<file path="src/rtl/poly_root_unit.sv">
// rtl/poly_root_unit.sv - iterative y = ka*a + kb*root(b), floor square or cube root.
// Optional PRU_SATURATE_EN: clamp y_bo to all-ones on overflow and report it on sat_o.
module poly_root_unit #(
  parameter int WIDTH = 8,
  parameter int KW    = 4,
  parameter int OUT_W = WIDTH + KW + 1
) (
  input  logic             clk_i,
  input  logic             rst_ni,
  input  logic             start_i,
  input  logic             mode_i,
  input  logic [WIDTH-1:0] a_bi,
  input  logic [WIDTH-1:0] b_bi,
  input  logic [KW-1:0]    ka_bi,
  input  logic [KW-1:0]    kb_bi,
  output logic             busy_o,
  output logic             done_o,
  output logic [OUT_W-1:0] y_bo
`ifdef PRU_SATURATE_EN
  ,
  output logic             sat_o
`endif
);

  localparam int PW = WIDTH + 2;
  localparam int RW = WIDTH / 2 + 1;
  localparam int AW = OUT_W + 1;
  localparam int CW = $clog2(KW + 1);

  typedef enum logic [2:0] {
    S_IDLE, S_LOAD, S_MUL_A, S_ROOT, S_MUL_B, S_DONE
  } state_t;

  state_t state_q, state_d;

  logic             mode_q, mode_d;
  logic [WIDTH-1:0] b_q, b_d;
  logic [KW-1:0]    kb_q, kb_d;
  logic [KW-1:0]    k_q, k_d;
  logic [AW-1:0]    m_q, m_d;
  logic [AW-1:0]    acc_q, acc_d;
  logic [RW-1:0]    r_q, r_d;
  logic [PW-1:0]    p_q, p_d;
  logic [PW-1:0]    s_q, s_d;
  logic [CW-1:0]    cnt_q, cnt_d;
  logic [OUT_W-1:0] y_q, y_d;
`ifdef PRU_SATURATE_EN
  logic             sat_q, sat_d;
`endif

  // s tracks (r+1)^2; p tracks (r+1)^n. Both step without multipliers.
  logic [PW-1:0] r_ext, rp1, rp1_x3, s_x3, sq_step, cube_step;
  logic          p_le_b, mul_last;

  always_comb begin
    r_ext     = PW'(r_q);
    rp1       = r_ext + PW'(1);
    rp1_x3    = {rp1[PW-2:0], 1'b0} + rp1;
    s_x3      = {s_q[PW-2:0], 1'b0} + s_q;
    sq_step   = {r_ext[PW-2:0], 1'b0} + PW'(3);
    cube_step = s_x3 + rp1_x3 + PW'(1);
    p_le_b    = (p_q <= {2'b00, b_q});
    mul_last  = (cnt_q == CW'(KW - 1));
  end

  always_comb begin
    state_d = state_q;
    mode_d  = mode_q;
    b_d     = b_q;
    kb_d    = kb_q;
    k_d     = k_q;
    m_d     = m_q;
    acc_d   = acc_q;
    r_d     = r_q;
    p_d     = p_q;
    s_d     = s_q;
    cnt_d   = cnt_q;
    y_d     = y_q;
`ifdef PRU_SATURATE_EN
    sat_d   = sat_q;
`endif
    case (state_q)
      S_IDLE: begin
        // Operands are captured on the start edge so later input changes are harmless.
        if (start_i) begin
          state_d = S_LOAD;
          mode_d  = mode_i;
          b_d     = b_bi;
          kb_d    = kb_bi;
          m_d     = AW'(a_bi);
          k_d     = ka_bi;
        end
      end
      S_LOAD: begin
        acc_d   = '0;
        r_d     = '0;
        p_d     = PW'(1);
        s_d     = PW'(1);
        cnt_d   = '0;
        state_d = S_MUL_A;
      end
      S_MUL_A, S_MUL_B: begin
        acc_d = acc_q + (k_q[0] ? m_q : '0);
        m_d   = m_q << 1;
        k_d   = k_q >> 1;
        cnt_d = cnt_q + CW'(1);
        if (mul_last) begin
          cnt_d = '0;
          if (state_q == S_MUL_A) begin
            state_d = S_ROOT;
          end else begin
            state_d = S_DONE;
`ifdef PRU_SATURATE_EN
            sat_d = acc_d[OUT_W];
            y_d   = acc_d[OUT_W] ? {OUT_W{1'b1}} : acc_d[OUT_W-1:0];
`else
            y_d   = acc_d[OUT_W-1:0];
`endif
          end
        end
      end
      S_ROOT: begin
        if (p_le_b) begin
          r_d = r_q + RW'(1);
          s_d = s_q + sq_step;
          p_d = mode_q ? (p_q + cube_step) : (p_q + sq_step);
        end else begin
          m_d     = AW'(r_q);
          k_d     = kb_q;
          state_d = S_MUL_B;
        end
      end
      S_DONE: begin
        state_d = S_IDLE;
      end
      default: begin
        state_d = S_IDLE;
      end
    endcase
  end

  always_ff @(posedge clk_i or negedge rst_ni) begin
    if (!rst_ni) begin
      state_q <= S_IDLE;
      mode_q  <= 1'b0;
      b_q     <= '0;
      kb_q    <= '0;
      k_q     <= '0;
      m_q     <= '0;
      acc_q   <= '0;
      r_q     <= '0;
      p_q     <= '0;
      s_q     <= '0;
      cnt_q   <= '0;
      y_q     <= '0;
`ifdef PRU_SATURATE_EN
      sat_q   <= 1'b0;
`endif
    end else begin
      state_q <= state_d;
      mode_q  <= mode_d;
      b_q     <= b_d;
      kb_q    <= kb_d;
      k_q     <= k_d;
      m_q     <= m_d;
      acc_q   <= acc_d;
      r_q     <= r_d;
      p_q     <= p_d;
      s_q     <= s_d;
      cnt_q   <= cnt_d;
      y_q     <= y_d;
`ifdef PRU_SATURATE_EN
      sat_q   <= sat_d;
`endif
    end
  end

  assign busy_o = (state_q != S_IDLE);
  assign done_o = (state_q == S_DONE);
  assign y_bo   = y_q;
`ifdef PRU_SATURATE_EN
  assign sat_o  = sat_q;
`endif

endmodule

</file>
<file path="config.mk">
export PLATFORM = sky130hd
export DESIGN_NAME = poly_root_unit
export DESIGN_NICKNAME = d
export VERILOG_FILES = /design/src/rtl/poly_root_unit.sv
export SDC_FILE = /design/constraint.sdc
export NUM_CORES = 1
export LEC_CHECK = 0
export CAP_MARGIN = 0
export CORE_MARGIN = 1.5
export CORE_UTILIZATION = 30
export CTS_CLUSTER_DIAMETER = 150
export DETAILED_ROUTE_END_ITERATION = 8
export DONT_BUFFER_PORTS = 1
export PLACE_DENSITY_LB_ADDON = 0.15
export SLEW_MARGIN = 20
export SYNTH_ARGS = -nofsm -noshare
export SYNTH_HDL_FRONTEND = slang
export SYNTH_SLANG_ARGS = --single-unit
</file>
<file path="constraint.sdc">
create_clock -name clk_i -period 10.95 [get_ports clk_i]
set_input_delay 3.285 -clock clk_i [delete_from_list [all_inputs] [get_ports clk_i]]
set_output_delay 3.285 -clock clk_i [all_outputs]
set_load 0.02 [all_outputs]
</file>
# ---- After elaboration in Yosys (flattened, before gate mapping)
# Cells that the tools add are included.
dict set report word_totals {
  ff_bits 89
  inputBits 28
  wordCells 69
}
dict set report op_classes {
  addsub 12
  magnitude_cmp 1
  n_eq_ne 10
  mux 22
  bitwise_logic 1
  reduce_logical 11
}
# cell n
set op_table {}
lappend op_table {{2-to-1 mux 14 bit} 3}
lappend op_table {{one-hot mux 14 bit (3 select lines)} 1}
lappend op_table {{one-hot mux 10 bit (2 select lines)} 2}
lappend op_table {{2-to-1 mux 10 bit} 3}
lappend op_table {{one-hot mux 14 bit (2 select lines)} 1}
lappend op_table {{adder 10 bit} 2}
lappend op_table {{adder 10 x 7 -> 10 bit} 2}
lappend op_table {{2-to-1 mux 3 bit} 5}
lappend op_table {{adder 14 bit} 1}
lappend op_table {{one-hot mux 3 bit (4 select lines)} 1}
lappend op_table {{one-hot mux 4 bit (3 select lines)} 1}
lappend op_table {{adder 10 x 1 -> 10 bit (second input constant)} 1}
lappend op_table {{adder 10 x 8 -> 10 bit} 1}
lappend op_table {{<= comparator 10 x 8 -> 1 bit} 1}
lappend op_table {{one-hot mux 5 bit (2 select lines)} 1}
lappend op_table {{equality test 3 x 2 -> 1 bit (second input constant)} 3}
lappend op_table {{AND reduction 3 bit} 3}
lappend op_table {{adder 7 x 6 -> 8 bit} 1}
lappend op_table {{2-to-1 mux 4 bit} 2}
lappend op_table {{!= test 2 bit (second input constant)} 4}
lappend op_table {{adder 6 x 2 -> 7 bit (second input constant)} 1}
lappend op_table {{adder 5 x 1 -> 6 bit (second input constant)} 1}
lappend op_table {{equality test 3 bit (second input constant)} 2}
lappend op_table {{one-hot mux 3 bit (2 select lines)} 1}
lappend op_table {{other kinds (10)} 13}

# ---- Longest topological paths before layout
# Gate-level depths: netlist (run 1).
dict set report depth {
  ltp_word 8
  mapped_depth 15
  depth_no_buf 15
}

# ---- Worst setup path before layout (run 1)
# OpenSTA, ideal clock, no wires.
dict set report synth_path {
  kind {register -> output}
  startpoint {register state_q[2]}
  endpoint {output port busy_o}
  t_arrival_ns 1.006
  t_required_ns 7.665
  slack_ns 6.659
  stages_incl_launch_ff 3
  n_path_buf 1
  path_cell_list {dfrtp_1 -> clkbuf_1 -> or3_1}
}
dict set report synth_between {
  elab_chain_cells 1
}
# element line_no
set synth_rtl {}
lappend synth_rtl {{start, declared} 34} ;# state_t state_q, state_d;
lappend synth_rtl {{start signal, assigned} 160} ;# state_q <= state_d;
lappend synth_rtl {{nonzero test 3 bit} 178} ;# assign busy_o = (state_q != S_IDLE);
lappend synth_rtl {{end, declared} 16} ;# output logic busy_o,
# No other way between the ends.

# ---- Worst setup path in the final report (run 1)
dict set report layout_path {
  startpoint {register state_q[1]}
  endpoint {output port done_o}
}
dict set report layout_between {
  elab_chain_cells 1
}
# element line_no
set layout_rtl {}
lappend layout_rtl {{equality test 3 bit} 179} ;# assign done_o = (state_q == S_DONE);
lappend layout_rtl {{end, declared} 17} ;# output logic done_o,
# No other way between the ends.

==> results of run 1 <==
==> routing by layer <==
metal / up-vias / part of all wire (%) / track usage, % / routed length, microns
met5: - / 0 / 0 / 0
met4: 0 / 1.6 / 4.838 / 229
met3: 15 / 2.4 / 2.649 / 347
met2: 45 / 50 / 26.34 / 7395
met1: 2217 / 46 / 18.36 / 6675
li1: 2188 / - / - / -
==> power by group through the flow <==
stage,combinational [uW],clock [uW],sequential (uW)
floorplan,866,0,507
global placement,1060,0,558
detailed placement,1080,0,562
CTS,1090,315,556
global route,1220,325,572
finish,1070,301,554
==> registers in the layout, indices dropped and copies added (netlist names) <==
name	count
acc_q	13
b_q	8
cnt_q	3
k_q	4
kb_q	4
m_q	13
mode_q	1
p_q	10
r_q	5
s_q	10
state_q	3
y_bo	13
==> worst register-to-register path, delay by kind of cell, from the launching register on <==
kind / cells / cell delay, ps
DFF: 1 / 580
and+or+nand+nor: 3 / 280
AOI/OAI and AO/OA: 3 / 760
buffers and inverters: 1 / 40
xor gates and xnor gates: 2 / 620
adders and majority gates: 4 / 1670
==> cell usage after synthesis, types with 4 or more instances <==
cell type / count
nand3_1: 32
nor2b_1: 5
o21a_1: 9
fa_1: 23
or3_1: 7
nand4_1: 4
dfrtp_1: 87
xnor2_1: 16
a22o_1: 5
xor2_1: 13
o21ai_0: 61
o31ai_1: 7
inv_1: 55
clkbuf_1: 20
ha_1: 48
and3_1: 5
nand2_1: 70
o21bai_1: 4
a21o_1: 13
mux2i_1: 5
a21oi_1: 20
a22oi_1: 9
mux2_2: 20
and2_1: 11
o31a_1: 4
a211oi_1: 4
nand2b_1: 6
nor2_1: 19
==> stage by stage <==
stage               util, %  power (uW)  hold slack (ps)  worst slack (ps)
global placement      32.09        1616            482.3              6599
detailed placement    32.09        1641            488.9              6573
global route          33.54        2120            516.4              6243
finish                33.54        1922            495.8              6299
floorplan                 -        1372            462.8              6659
CTS                   33.54        1959            498.0              6287
==> layout make-up <==
type | instances | area, sq um
multi-input combinational | 464 | 3521
clock buffer | 11 | 242.7
tap | 265 | 331.6
clock inverter | 5 | 40.04
timing repair buffer | 4 | 30.03
inverter | 55 | 206.4
fill | 2064 | 12980
sequential | 87 | 2177
==> worst max path at each step <==
stage,start,end,slack [ps],cells past startpoint
after global placement,start_i,m_q[7],6600,4
after floorplan,state_q[2],busy_o,6660,2
final,state_q[1],done_o,6300,2
after CTS,state_q[1],done_o,6290,2
after detailed placement,start_i,m_q[5],6570,4
after global routing,state_q[1],done_o,6240,2
==> cell families (layout without fill, tap and decap cells) <==
group,count (synthesis),in the layout,synth area share [%]
adder cells (fa/ha/maj),71,71,17.67
flip-flops,87,87,36.26
AO/OA/AOI/OAI,166,166,18.34
buffers and inverters,80,75,5.105
multiplexers,25,25,4.584
AND/OR/NAND/NOR,173,173,13.82
XOR/XNOR,29,29,4.230
==> layout by cell type, fill, tap and decap left out, types with 3 or more instances in the layout <==
cell type / netlist / layout
xnor2_1: 16 / 16
nand3_1: 32 / 32
and3_1: 5 / 5
o31a_1: 4 / 4
nand4_1: 4 / 4
dfrtp_1: 87 / 87
nor2_1: 19 / 19
o41ai_1: 3 / 3
nand2_1: 70 / 70
nor3_1: 3 / 3
xor2_1: 13 / 13
and2_1: 11 / 11
mux2_2: 20 / 20
nand2b_1: 6 / 6
a21oi_1: 20 / 20
o211ai_1: 3 / 3
ha_1: 48 / 48
a21o_1: 13 / 13
a22o_1: 5 / 5
o21bai_1: 4 / 4
buf_4: 1 / 4
inv_1: 55 / 55
or3_1: 7 / 7
nor2b_1: 5 / 5
fa_1: 23 / 23
clkbuf_16: 0 / 9
o21a_1: 9 / 9
a31oi_1: 3 / 3
a211oi_1: 4 / 4
a22oi_1: 9 / 9
o21ai_0: 61 / 61
o31ai_1: 7 / 7
mux2i_1: 5 / 5
==> metrics.txt, run 1 <==
number of buffers inserted during clock tree synthesis 9; count of cell types in the netlist 59; Layout Cells excl Fill 891; worst-case hold path end point cnt_q[0]; nets@finish 720; H-tree levels 3; maximum net fanout on the critical path 10; Placed Cells incl. Taps 875; Comb power frac 55.5%; layout cells sized above 1 7.348%; pwr dens 293.5 nW/um^2; maximum root-to-sink buffer count 2; share of the clock period used by the worst path 42.48%; wire length reported by the detailed router 14.65 mm; clock sink count 87; reg2reg path depth 13; netlist area before placement 6005 sq um; fmax 215.0 MHz; startpoint kind of the worst setup timing path flop; startpoint of the lowest-slack register-to-register path r_q[0]; number of flops mapped to enable cells by yosys 0; sw power 884.2 uW; Int Pwr 1038 uW; GRT Total Usage 14.92%; number of global-route vias before repair 4434; depth of the worst hold-timing path 1; endpoints failing setup 0; via count normalized by instance count 5.011; reported leakage power 0.003118 uW; post-CTS clock slew at the launch and capture registers of the worst setup and hold paths 70 ps; vias after detailed routing 4465; post-synthesis net count 730; die boundary height 144.5 microns; register area share after synthesis 36.26%; cells traversed along the worst timing path inv_1 > and3_1; number of antenna violations at the first check in global routing 0; total overflow reported by the global router 0; synthesis warning total 0; outcome completed; leading cell types by total area after synthesis dfrtp_1 (36%), ha_1 (10%), fa_1 (7.7%); wire length per cell after detailed routing 16.44 microns; width of the chip 144.5 microns; CTS Root Buffer Type clkbuf_16; fraction of registers with async set/reset 100.0%; Die Outline Area 20870 sq um; clock tree from TritonCTS built; residual antenna-violating net count after detailed routing 0; worst skew pair latency 350 ps; placer's final routability congestion estimate 0.7856; post-synthesis cell type with the largest combined area dfrtp_1; placed wire-length estimate after detailed placement 10.74 mm; detailed-route DRC error count 0; starting DRC count in detailed routing 192; number of top-level pins 43; Min Clock Period, post-route 4651 ps; global-route wire length before repair 23.60 mm; row cnt 51; Worst R2R Setup Slack 6890 ps; post_cts resized 0; measured slew at the worst slew-check pin 1099 ps; initial core utilization 30.75%; sequential share of power 28.8%; data required time of the critical path 7670 ps; final antenna diode count 0; summed negative setup slack over all endpoints 0 ps; largest vdd supply drop 0.1141 mV; classification of the worst setup path reg2out; pin count of the biggest net entering global routing 88; launch instance of the worst min-delay path cnt_q[0]; total of max-cap violations 0; cell at the slowest stage of the critical path dfrtp_1; number of buffers added on ports 0; buffer count from post-CTS setup fixing 0; area overhead of the layout relative to synthesis 9.064%; placed cell area 6266 sq um; gate family responsible for the most delay along the worst path flip-flops; setup repair after global routing missed its margin no; post-route cell area 6549 sq um; hold bufs inserted after CTS 0; number of instances in the synthesized netlist 631; kind of path behind the tightest hold check reg2reg; worst reg2reg endpoint p_q[9]; Core Area 19530 sq um; top cell type's share of synthesized area 36.26%; first drt pass iteration count 4; Setup Skew 6.658 ps; endpoint arrival time on the critical path 1370 ps; register bit count reported by yosys 87; worst relative slew slack 26.55%; Mapped Avg Cell Area 9.516 sq um; number of pins exceeding their max-slew limit in the final report 0; net switching fraction of the power 46.00%; stage delay of the slowest cell on the critical path 490 ps; CP Capture Type output port; most frequently used flop master after synthesis dfrtp_1; Buffers & Inverters on Critical Path 1; clock network power share 15.7%; final hold violations 0
(Power assumes the default switching activity.)
==> run 2: changes to the inputs <==
- clock period: 10.95 -> 4.8 ns (I/O delays scaled with it)
==> run 2 against run 1 <==
  * Routed wire length fell by 0.71%
  * Flip-flop and latch count did not move
  * Sequential power rose by 130%
  * Core utilization fell by 0.071 points
  * Via count fell by 0.47%
  * Register-to-register slack got worse by 6100 ps
  * Worst setup slack got worse by 5500 ps
  * Critical path depth rose by 11
  * Sequential share of layout area rose by 0.070 points
  * Global-route usage rose by 0.076 points
  * Power rose by 130%
  * First-iteration DRC count fell by 11%
==> metrics.txt, run 2 (same netlist as run 1, synthesis figures left out) <==
worst reg2reg endpoint p_q[9]; width of the chip 144.5 microns (unchanged); fmax 248.6 MHz; global-route wire length before repair 23.72 mm (+0.53%); Setup Skew 7.333 ps (+0.6750 ps); starting DRC count in detailed routing 171 (-11%); total overflow reported by the global router 0 (unchanged); Worst R2R Setup Slack 780 ps (-6110 ps); number of top-level pins 43 (unchanged); share of the clock period used by the worst path 83.81%; GRT Total Usage 15.00% (+0.076 points); cells traversed along the worst timing path ha_1 > nand3_1 > xor2_1 > fa_1 > fa_1 > inv_1 > ha_1 > nand3_1 > o211ai_1 > o41ai_1 > xnor2_1 > nand2_1 > a32o_1; detailed-route DRC error count 0 (unchanged); number of global-route vias before repair 4442 (+0.18%); leading cell types in the layout, fill and taps excluded dfrtp_1 (87), nand2_1 (70), o21ai_0 (61), inv_1 (55), ha_1 (48); residual antenna-violating net count after detailed routing 0 (unchanged); worst-case hold path end point cnt_q[0]; sequential share of power 29.2% (+0.4 points); pin count of the biggest net entering global routing 88 (unchanged); worst relative slew slack 32.57% (+6.0 points); kind of path behind the tightest hold check reg2reg; vias after detailed routing 4444 (-0.47%); final antenna diode count 0 (unchanged); endpoints failing setup 0 (unchanged); post-CTS clock slew at the launch and capture registers of the worst setup and hold paths 70 ps (about the same); total power 4331 uW (+130%); final hold violations 0 (unchanged); placed wire-length estimate after detailed placement 10.63 mm (-1.1%); depth of the worst hold-timing path 1 (unchanged); hold bufs inserted after CTS 0 (unchanged); Buffers & Inverters on Critical Path 1 (unchanged); startpoint kind of the worst setup timing path flop; maximum net fanout on the critical path 9 (-1); gate family responsible for the most delay along the worst path adder cells; H-tree levels 3 (unchanged); layout cells sized above 1 7.360% (+0.012 points); CTS Root Buffer Type clkbuf_16; data required time of the critical path 5030 ps (-2640 ps); number of buffers inserted during clock tree synthesis 9 (unchanged); row cnt 51 (unchanged); via count normalized by instance count 4.993 (-0.36%); nets@finish 720 (unchanged); wire length per cell after detailed routing 16.34 microns (-0.60%); clock tree from TritonCTS built; number of antenna violations at the first check in global routing 0 (unchanged); Die Outline Area 20870 sq um (unchanged); CP Capture Type flop; summed negative setup slack over all endpoints 0 ps (unchanged); largest vdd supply drop 0.2302 mV (+100%); Min Clock Period, post-route 4023 ps; setup repair after global routing missed its margin no; Core Area 19530 sq um (unchanged); Placed Cells incl. Taps 875 (unchanged); placer's final routability congestion estimate 0.7712 (-1.8%); number of buffers added on ports 0 (unchanged); net switching fraction of the power 45.94% (-0.063 points); first drt pass iteration count 4 (unchanged); classification of the worst setup path reg2reg; sw power 1989 uW (+120%); wire length reported by the detailed router 14.54 mm (-0.71%); post_cts resized 0 (unchanged); Int Pwr 2341 uW (+130%); endpoint arrival time on the critical path 4260 ps (+2890 ps); measured slew at the worst slew-check pin 1012 ps (-87.50 ps); clock network power share 15.4% (-0.3 points); reported leakage power 0.003116 uW (about the same); startpoint of the lowest-slack register-to-register path r_q[0]; cell at the slowest stage of the critical path dfrtp_1; pwr dens 662.7 nW/um^2 (+130%); outcome completed; number of pins exceeding their max-slew limit in the final report 0 (unchanged); reg2reg path depth 13 (unchanged); Layout Cells excl Fill 890 (-0.11%); die boundary height 144.5 microns (unchanged); worst skew pair latency 340 ps (about the same); launch instance of the worst min-delay path cnt_q[0]; area overhead of the layout relative to synthesis 8.835%; initial core utilization 30.75% (unchanged); most frequent standard cell in the layout excluding fill and tap cells dfrtp_1; total of max-cap violations 0 (unchanged); maximum root-to-sink buffer count 2 (unchanged); post-layout util 33.47% (-0.071 points); clock sink count 87 (unchanged); stage delay of the slowest cell on the critical path 560 ps (+70 ps); buffer count from post-CTS setup fixing 0 (unchanged); Comb power frac 55.5% (about the same)
-- run 2: per-stage QoR --
stage	worst slack (ps)	hold WS (ps)	area [sq um]
floorplan	1167	462.8	6005
global placement	884.1	480.4	6266
detailed placement	765.3	486.8	6266
CTS	751.8	505.8	6535
global route	418.4	528.8	6535
finish	777.1	501.9	6535
-- run 2: worst max-delay path by stage --
stage / from / end / slack [ps] / depth (start not counted)
4_1_cts: r_q[0] / p_q[9] / 750 / 13
6_report: r_q[0] / p_q[9] / 780 / 13
3_3_place_gp: r_q[0] / p_q[9] / 880 / 13
5_1_grt: r_q[0] / p_q[9] / 420 / 13
2_1_floorplan: r_q[0] / p_q[9] / 1170 / 13
3_5_place_dp: r_q[0] / p_q[9] / 770 / 13
-- run 2: layout make-up --
class	count	area [sq um]
repair buffers	4	30.03
clock inverters	6	43.79
flip-flops and latches	87	2177
fillers	2059	12990
inverters	55	206.4
well taps	265	331.6
clock buffers	9	225.2
multi-input cells	464	3521
-- run 2: power groups by stage --
| stage | clock network [uW] | logic [uW] | registers, uW |
|---|---|---|---|
| 4_1_cts | 698 | 2460 | 1260 |
| 3_3_place_gp | 0 | 2420 | 1270 |
| 5_1_grt | 717 | 2820 | 1300 |
| 2_1_floorplan | 0 | 1970 | 1160 |
| 3_5_place_dp | 0 | 2450 | 1280 |
| 6_report | 666 | 2400 | 1260 |
-- run 2: layer usage --
metal | wire length [microns] | GRT usage (%)
met5 | 0 | 0
met4 | 202 | 4.625
met3 | 453 | 2.483
met2 | 7301 | 26.42
met1 | 6585 | 18.71
